$ cat src/rtl/srl_seq_pkg.sv
// Shared constants and helpers for the SRL chain sequencer.
package srl_seq_pkg;

    // FSM encoding kept as plain constants so legacy code can compare raw values.
    typedef logic [1:0] state_t;
    localparam state_t ST_IDLE = 2'd0;
    localparam state_t ST_FILL = 2'd1;
    localparam state_t ST_RUN  = 2'd2;
    localparam state_t ST_DONE = 2'd3;

    // Taps for x^16 + x^14 + x^13 + x^11 + 1 (bits 15, 13, 12, 10).
    localparam logic [15:0] LFSR_TAPS    = 16'hB400;
    localparam logic [15:0] DEFAULT_SEED = 16'hACE1;

    // One Fibonacci step: shift left, feedback is the parity of the tapped bits.
    function automatic logic [15:0] lfsr_step(input logic [15:0] cur);
        return {cur[14:0], ^(cur & LFSR_TAPS)};
    endfunction

endpackage

$ cat src/rtl/srl_seq_lfsr.sv
// 16-bit pseudo-random source for the shift data and the RUN-state shift enable.
module srl_seq_lfsr
    import srl_seq_pkg::*;
#(
    parameter logic [15:0] SEED = DEFAULT_SEED
) (
    input  logic clk,
    input  logic rst_n,
    input  logic en,
    output logic data_bit,
    output logic ce_bit
);

    // An all-zero state would lock the LFSR, so a zero seed is replaced.
    localparam logic [15:0] SEED_EFF = (SEED == 16'h0000) ? 16'h0001 : SEED;

    logic [15:0] lfsr_reg;

    // Advance only while enabled; reset reloads the seed.
    always_ff @(posedge clk or negedge rst_n) begin
        if (!rst_n)
            lfsr_reg <= SEED_EFF;
        else if (en)
            lfsr_reg <= lfsr_step(lfsr_reg);
    end

    assign data_bit = lfsr_reg[0];
    assign ce_bit   = lfsr_reg[8];

endmodule

$ cat src/rtl/srl_chain_sequencer.sv
// Drives a bank of SRL lanes with pseudo-random data, mirrors their contents in a
// shadow register and flags any lane (or the MC31 cascade tap) that reads back wrong.
module srl_chain_sequencer
    import srl_seq_pkg::*;
#(
    parameter int          DEPTH      = 32,
    parameter int          LANES      = 7,
    parameter int          Q_REG      = 0,
    parameter int          ADDR_HOLD  = 4,
    parameter int          RUN_CYCLES = 1024,
    parameter logic [15:0] SEED       = DEFAULT_SEED,
    localparam int         AW         = $clog2(DEPTH)
) (
    input  logic                  clk,
    input  logic                  rst_n,
    input  logic                  start,
    output logic                  srl_d,
    output logic                  srl_ce,
    output logic [LANES*AW-1:0]   srl_a,
    input  logic [LANES-1:0]      srl_q,
    input  logic                  srl_q31,
    output logic                  busy,
    output logic                  done,
    output logic [LANES:0]        error
);

    localparam int RW = $clog2(RUN_CYCLES + 1);
    localparam int HW = $clog2(ADDR_HOLD + 1);

    state_t            state_reg, state_next;
    logic [AW-1:0]     fill_cnt_reg;
    logic [RW-1:0]     run_cnt_reg;
    logic [HW-1:0]     hold_cnt_reg;
    logic [AW-1:0]     base_reg, base_next;
    logic [DEPTH-1:0]  shadow_reg;
    logic [LANES*AW-1:0] addr_next;
    logic              lfsr_d, lfsr_ce;
    logic              start_clr;
    logic              run_stay;
    logic [LANES-1:0]  exp_lane;
    logic [LANES:0]    exp_vec, obs_vec, exp_cmp;
    logic              cmp_en;

    srl_seq_lfsr #(.SEED(SEED)) u_lfsr (
        .clk      (clk),
        .rst_n    (rst_n),
        .en       (state_reg != ST_IDLE),
        .data_bit (lfsr_d),
        .ce_bit   (lfsr_ce)
    );

    // A start only counts when the sequencer is not already mid-pass.
    assign start_clr = start && ((state_reg == ST_IDLE) || (state_reg == ST_DONE));
    assign run_stay  = (state_reg == ST_RUN) && (state_next == ST_RUN);

    // Next-state logic: fill the chains, run the checks, then park in DONE.
    always_comb begin
        state_next = state_reg;
        case (state_reg)
            ST_IDLE: if (start) state_next = ST_FILL;
            ST_FILL: if (fill_cnt_reg == AW'(DEPTH - 1)) state_next = ST_RUN;
            ST_RUN:  if (run_cnt_reg == RW'(RUN_CYCLES - 1)) state_next = ST_DONE;
            ST_DONE: if (start) state_next = ST_FILL;
            default: state_next = ST_IDLE;
        endcase
    end

    // Base address restarts at 0 on RUN entry and steps every ADDR_HOLD RUN cycles.
    always_comb begin
        base_next = base_reg;
        if (state_next != ST_RUN || state_reg != ST_RUN)
            base_next = '0;
        else if (hold_cnt_reg == HW'(ADDR_HOLD - 1))
            base_next = base_reg + AW'(1);
    end

    // Lane i reads (base + i); AW-bit arithmetic gives the wrap for power-of-two depths.
    for (genvar gi = 0; gi < LANES; gi++) begin : g_lane
        assign addr_next[gi*AW +: AW] = base_next + AW'(gi);
        assign exp_lane[gi]           = shadow_reg[srl_a[gi*AW +: AW]];
    end

    // State register and pass counters.
    always_ff @(posedge clk or negedge rst_n) begin
        if (!rst_n) begin
            state_reg    <= ST_IDLE;
            fill_cnt_reg <= '0;
            run_cnt_reg  <= '0;
            hold_cnt_reg <= '0;
            base_reg     <= '0;
        end else begin
            state_reg    <= state_next;
            fill_cnt_reg <= (state_reg == ST_FILL && state_next == ST_FILL) ? fill_cnt_reg + AW'(1) : '0;
            run_cnt_reg  <= run_stay ? run_cnt_reg + RW'(1) : '0;
            if (run_stay && hold_cnt_reg != HW'(ADDR_HOLD - 1))
                hold_cnt_reg <= hold_cnt_reg + HW'(1);
            else
                hold_cnt_reg <= '0;
            base_reg     <= base_next;
        end
    end

    // Registered SRL drive, computed from the next state so it lines up with the FSM.
    always_ff @(posedge clk or negedge rst_n) begin
        if (!rst_n) begin
            srl_d  <= 1'b0;
            srl_ce <= 1'b0;
            srl_a  <= '0;
        end else begin
            srl_d  <= (state_next == ST_IDLE) ? 1'b0 : lfsr_d;
            srl_ce <= (state_next == ST_FILL) ? 1'b1 :
                      (state_next == ST_RUN)  ? lfsr_ce : 1'b0;
            srl_a  <= (state_next == ST_IDLE) ? '0 : addr_next;
        end
    end

    // Shadow shifts on exactly the edges where the lanes see srl_ce high.
    always_ff @(posedge clk or negedge rst_n) begin
        if (!rst_n)
            shadow_reg <= '0;
        else if (srl_ce)
            shadow_reg <= {shadow_reg[DEPTH-2:0], srl_d};
    end

    assign exp_vec = {shadow_reg[DEPTH-1], exp_lane};
    assign obs_vec = {srl_q31, srl_q};

    // With registered lane outputs the readback lags a cycle, so expectation lags too.
    if (Q_REG != 0) begin : g_qreg
        logic [LANES:0] exp_d_reg;
        logic           en_d_reg;

        // One-cycle delay of expected values and compare enable.
        always_ff @(posedge clk or negedge rst_n) begin
            if (!rst_n) begin
                exp_d_reg <= '0;
                en_d_reg  <= 1'b0;
            end else begin
                exp_d_reg <= exp_vec;
                en_d_reg  <= (state_reg == ST_RUN);
            end
        end
        assign exp_cmp = exp_d_reg;
        assign cmp_en  = en_d_reg;
    end else begin : g_qcomb
        assign exp_cmp = exp_vec;
        assign cmp_en  = (state_reg == ST_RUN);
    end

    // Sticky mismatch flags; chain contents are undefined in FILL so only RUN compares.
    always_ff @(posedge clk or negedge rst_n) begin
        if (!rst_n)
            error <= '0;
        else if (start_clr)
            error <= '0;
        else if (cmp_en)
            error <= error | (exp_cmp ^ obs_vec);
    end

    assign busy = (state_reg == ST_FILL) || (state_reg == ST_RUN);
    assign done = (state_reg == ST_DONE);

endmodule
$ cat config.mk
export PLATFORM = sky130hd
export DESIGN_NAME = srl_chain_sequencer
export DESIGN_NICKNAME = d
export VERILOG_FILES = /design/src/rtl/srl_seq_pkg.sv /design/src/rtl/srl_seq_lfsr.sv /design/src/rtl/srl_chain_sequencer.sv
export SDC_FILE = /design/constraint.sdc
export NUM_CORES = 1
export LEC_CHECK = 0
export CAP_MARGIN = 0
export CORE_MARGIN = 1
export CORE_UTILIZATION = 60
export CTS_CLUSTER_DIAMETER = 200
export DETAILED_ROUTE_END_ITERATION = 8
export MAX_ROUTING_LAYER = met4
export PLACE_DENSITY = 0.93
export SLEW_MARGIN = 20
export SYNTH_ARGS = -nofsm -noshare
export SYNTH_HDL_FRONTEND = slang
export SYNTH_SLANG_ARGS = --single-unit
$ cat constraint.sdc
create_clock -name clk -period 5.5 [get_ports clk]
set_input_delay 1.1 -clock clk [delete_from_list [all_inputs] [get_ports clk]]
set_output_delay 1.1 -clock clk [all_outputs]
set_load 0.005 [all_outputs]
==> Word level (Yosys, flattened, before mapping) <==
Index checks and enable logic that the tools add are counted.
{ "word_totals": {"register_bits": 119, "latch_bits": 0, "mem_bits_rw": 0, "romBits": 0, "input_bits": 11, "out_inout_bits": 47, "wordCells": 83, "memories": 0} }
{ "op_classes": {"addsub": 10, "multipliers": 0, "n_div": 0, "order_cmp": 7, "eq_ne": 11, "shifts": 0, "muxes": 29, "bitwise": 2, "reduce_logical": 13} }
{ "op_table": {"columns": ["cell", "count"], "rows": [
  ["< comparator 5 x 6 -> 1 bit (second input constant)", 7],
  ["binary-select mux 1 bit (select 5 bit)", 7],
  ["2-to-1 mux 35 bit", 1],
  ["2-to-1 mux 8 bit", 2],
  ["parity 16 bit", 1],
  ["adder 5 x 1 -> 5 bit (second input constant)", 3],
  ["adder 5 x 3 -> 5 bit (second input constant)", 3],
  ["2-to-1 mux 5 bit", 3],
  ["adder 11 x 1 -> 11 bit (second input constant)", 1],
  ["equality test 11 x 10 -> 1 bit (second input constant)", 1],
  ["2-to-1 mux 11 bit", 1],
  ["adder 5 x 2 -> 5 bit (second input constant)", 2],
  ["2-to-1 mux 1 bit", 10],
  ["bitwise OR 8 bit", 1],
  ["XOR 8 bit", 1],
  ["equality test 2 bit (second input constant)", 3],
  ["2-to-1 mux 2 bit", 3],
  ["case mux 2 bit (3 select lines)", 1],
  ["equality test 5 bit (second input constant)", 1],
  ["equality test 2 x 1 -> 1 bit (second input constant)", 2],
  ["logical AND 1 bit", 4],
  ["logical NOT 2 bit", 2],
  ["inequality test 2 bit (second input constant)", 2],
  ["nonzero test 2 bit", 2],
  ["6 further kinds", 8]
]} }

==> Logic depth before layout (Yosys ltp) <==
{ "logic_depth": {"word_depth": 8, "mapped_depth": 14, "mapped_depth_nobuf": 14} }

==> Modules after synthesis <==
A second synthesis with hierarchy kept.
{ "unflattened": {"cells_unflattened": 512, "area_unflattened_um2": 6558.8} }
{ "modules_own_cells": {"columns": ["mod", "n_inst", "cells_each", "area_each_um2"], "rows": [
  ["srl_chain_sequencer", 1, 474, 5883.1],
  ["srl_seq_lfsr", 1, 38, 675.6]
]} }

==> Worst setup path after synthesis <==
Ideal clock, no wire load.
{ "synth_path": {"kind": "input -> register", "startpoint": "in start", "endpoint": "reg srl_a[29]", "arrival_ps": 2806, "t_required_ps": 5375, "setup_slack_ps": 2570, "stages": 8, "n_path_buf": 1, "cell_sequence": "nand2b_1 a221o_1 nand4_2 clkbuf_1 nor2_1 ha_1 a21oi_1 mux2_2"} }
{ "synth_via": {"elab_chain_len": 7} }
{ "synth_lines": {"columns": ["item", "line_no", "rtl"], "rows": [
  ["from (decl)", "srl_chain_sequencer.sv:16", "input logic start,"],
  ["2-to-1 mux 2 bit", "srl_chain_sequencer.sv:60, srl_chain_sequencer.sv:63", null],
  ["case mux 2 bit (3 select lines)", "srl_chain_sequencer.sv:59", "case (state_reg)"],
  ["inequality test 2 bit", "srl_chain_sequencer.sv:71", "if (state_next != ST_RUN || state_reg != ST_RUN)"],
  ["logical OR 1 bit", "srl_chain_sequencer.sv:71", null],
  ["2-to-1 mux 5 bit", "srl_chain_sequencer.sv:71", null],
  ["net addr_next[3]", "srl_chain_sequencer.sv:36", "logic [LANES*AW-1:0] addr_next;"],
  ["adder 5 x 3 -> 5 bit", "srl_chain_sequencer.sv:79", "assign addr_next[gi*AW +: AW] = base_next + AW'(gi);"],
  ["2-to-1 mux 35 bit", "srl_chain_sequencer.sv:113", "srl_a <= (state_next == ST_IDLE) ? '0 : addr_next;"],
  ["to (signal assigned)", "srl_chain_sequencer.sv:113", null],
  ["to (decl)", "srl_chain_sequencer.sv:19", "output logic [LANES*AW-1:0] srl_a,"]
]} }
The timed path passes the listed nets, and every way through them passes these cells.
A chain may end at the register's enable or synchronous reset.

==> Worst setup path after layout <==
{ "layout_path": {"startpoint": "in start", "endpoint": "reg srl_a[8]"} }
{ "layout_via": {"elab_chain_len": 7} }
{ "layout_lines": {"columns": ["item", "line_no"], "rows": [
  ["2-to-1 mux 2 bit", "srl_chain_sequencer.sv:60, srl_chain_sequencer.sv:63"],
  ["case mux 2 bit (3 select lines)", "srl_chain_sequencer.sv:59"],
  ["inequality test 2 bit", "srl_chain_sequencer.sv:71"],
  ["logical OR 1 bit", "srl_chain_sequencer.sv:71"],
  ["2-to-1 mux 5 bit", "srl_chain_sequencer.sv:71"],
  ["net addr_next[1]", "srl_chain_sequencer.sv:36"],
  ["adder 5 x 1 -> 5 bit", "srl_chain_sequencer.sv:79"],
  ["2-to-1 mux 35 bit", "srl_chain_sequencer.sv:113"]
]} }
The timed path passes the listed nets, and every way through them passes these cells.

==> impl_results.md <==
- Setup TNS: 0 ps
- CP startpoint kind: primary input
- FF-to-FF setup slack: ~1700 ps
- Leak: 0.003199 uW
- Synth Warn #: 0
- Crit path DAT: 4260 ps
- Mapped Cells: approximately 500
- Antenna violations before repair: 0
- Total CTS buffers: 9
- Final setup fails: 0
- Total Routing Usage GR: between 20 and 30%
- # diodes: 0
- Wirelength per Cell: 21.96 um
- R2R Path Start: state_reg[0]
- Final period util: between 70% and 80%
- Worst-skew pair later-pin latency: slightly below 400 ps
- PostCTS Resize Cnt: 0
- Pin count of the biggest net entering global routing: 66
- Outcome: completed
- Worst setup EP type: register
- Cell Rows: 37
- Synth Area in XOR/XNOR: under 10%
- Number of remaining DRC errors: 0
- Via density: roughly 6.7
- Largest register FFs: 32
- Pwr Density: about 180 mW/mm^2
- Tot Pwr: around 1300 uW
- Die footprint: 0.01132 mm^2
- Synth area leader: dfrtp_1
- VDD IR max: approximately 0.00012 V
- Layout Nets: 574
- EDFF count, synth: 0
- Area growth syn-to-layout: 11.31%
- IO Pins: 58
- Crit path cell chain: clkdlybuf4s50_1 -> nand2b_1 -> a221o_1 -> nand4_2 -> buf_4 -> nor2b_1 -> ha_1 -> inv_1 -> o21ai_0 -> nand2_1 -> o21ai_0 -> xnor2_1 -> nor2_1
- First-pass GRT wire length: between 20000 and 25000 um
- Worst Hold Class: reg -> reg
- CTS tree: done
- Sequential share of the synthesized area: between 40% and 50%
- Initial DRC Count: between 500 and 600
- RSZ-0062 raised after global routing: no
- Final design utilization: 69.56%
- Pre-antenna DRT Iters: 7
- Starting Density: between 60% and 70%
- Crit-path max cell delay: 570 ps
- Port bufs: 57
- WL final: 15060 um
- Simple-Gate Fraction of Synth Area: roughly 13%
- Cell with the most instances after synthesis: dfrtp_1
- CP Launch Point: start
- H-tree levels: 3
- Top post-synthesis cells by area: dfrtp_1 39%, mux4_2 13%, mux2_2 9.3%
- Max-cap viol count: 0
- Chip height: between 100 and 150 um
- Ys flop type: dfrtp_1
- Clk pin slew, worst setup/hold paths: around 110 ps
- Cts hold-fix bufs: 0
- Die X: 106.4 um
- Fin Clk Skew: between 15 and 20 ps
- Period minus WS final: around 4000 ps
- Reg2Reg Depth: 14
- Fin. max-slew vios: 0
- Vias: approximately 4600
- Gpl congestion: about 0.95
- Syn_nets: around 540
- Normalized max-slew margin: about a quarter
- Worst Max-Slew Pin Slew: 1104 ps
- Worst Path Max Fanout: 27
- Core area: 0.01046 mm^2
- Yosys reg bits: between 100 and 150
- Antenna Violating Nets Remaining: 0
- CP most frequent cell: o21ai_0
- Vias in the first global route: ~4600
- Mapped Avg Cell Area: 12.75 um^2
- Hold Vio Cnt, Final: 0
- Share of cells above drive strength 1: 23.82%
- Estimated wirelength of the detail-placed design: around 10000 um
- Worst Setup EP: srl_a[8]
- Complex-gate fraction of the synthesized area: under 10%
- Top cell type's share of synthesized area: between 30% and 40%
- Largest family of logic cells by synthesized area: multiplexers
- Mux cell area share after synthesis: between 30% and 40%
- CP max stage cell: nand2b_1
- CP required: ~5800 ps
- Post-synth top cells: 103 x dfrtp_1, 54 x mux2_2, 42 x nor2_1
- Cell area after synthesis: ~0.0065 mm^2
- Post-CTS Setup Inserts: 0
- Async SR Flop Fraction: 100.0%
- CTS root buffer: clkbuf_8
- Crit path kind: in -> reg
- Fmax: ~0.25 GHz
- Distinct cells, synth: 48
- CTS Buffer Depth: 2
- Grt total ovfl: 0
- Post-Synth Adder-Cell Area: under 10%
- Clock sinks: ~110
- Reg-to-reg endpoint: srl_a[8]
[stage by stage]
stage	instance area (um^2)	setup slack (ps)	cells	hold WS, ps
6_report	7278	1503	686	451.7
3_5_place_dp	7087	1162	670	441.1
5_1_grt	7278	1254	686	494.4
3_3_place_gp	7087	1463	670	427.1
2_1_floorplan	6539	2570	513	415.0
4_1_cts	7276	1513	686	456.2
[worst min path at each step]
stage | from | to | slack [ps] | cells after the start
after global routing | hold_cnt_reg[0] | hold_cnt_reg[0] | 490 | 1
after floorplan | hold_cnt_reg[0] | hold_cnt_reg[0] | 410 | 1
after CTS | hold_cnt_reg[0] | hold_cnt_reg[0] | 460 | 1
final | hold_cnt_reg[0] | hold_cnt_reg[0] | 450 | 1
after detailed placement | hold_cnt_reg[0] | hold_cnt_reg[0] | 440 | 1
after global placement | hold_cnt_reg[0] | hold_cnt_reg[0] | 430 | 1
[power by group]
part / internal, uW / total (uW) / switching, uW
logic: 8.89 / 28.0 / 19.1
clock network: 175 / 483 / 308
registers: 816 / 816 / 0.000413
[cell type report]
type / instances / area, um^2
Sequential cell: 111 / 2788
Clock inverter: 7 / 65.06
Fill cell: 694 / 3184
Inverter: 10 / 37.54
Timing Repair Buffer: 61 / 598.1
Multi-Input combinational cell: 352 / 3496
Tap cell: 136 / 170.2
Clock buffer: 9 / 123.9
[placed cells by master, fill, tap and decap left out, drive strengths merged, types with 8 or more instances in the layout]
master         instances
dfrtp                103
inv                   13
xnor2                 14
clkdlybuf4s50         56
nand2                 28
mux2                  54
nor2                  44
nand3b                10
nand3                 16
nor2b                 12
ha                    18
clkbuf                 9
xor2                  14
mux4                  50
nand4                 11
mux2i                 18
dfstp                  8
[cell families (layout without fill, tap and decap cells)]
| logic type | Yosys count | count (layout) |
|---|---|---|
| xor gates and xnor gates | 28 | 28 |
| adders and majority gates | 18 | 18 |
| muxes | 122 | 122 |
| DFF | 111 | 111 |
| buffers and inverters | 50 | 87 |
| AOI/OAI and AO/OA | 31 | 31 |
| and+or+nand+nor | 153 | 153 |
[layer usage]
layer,vias up,global-route usage [%],wire length [um],part of all wire (%)
met3,59,7.174,1471,9.8
met4,0,11.11,439,2.9
met2,294,43.41,7196,48
met5,-,-,0,0
li1,1956,-,-,-
met1,2295,39.32,5955,40
[critical path: cells and delay by family]
family / cells / cell delay, ps
AO/OA/AOI/OAI: 3 / 660
XOR/XNOR: 1 / 170
adder cells (fa/ha/maj): 1 / 320
buffers and inverters: 3 / 790
AND/OR/NAND/NOR: 5 / 1220
Note: power is estimated with default switching activity, not from simulation.
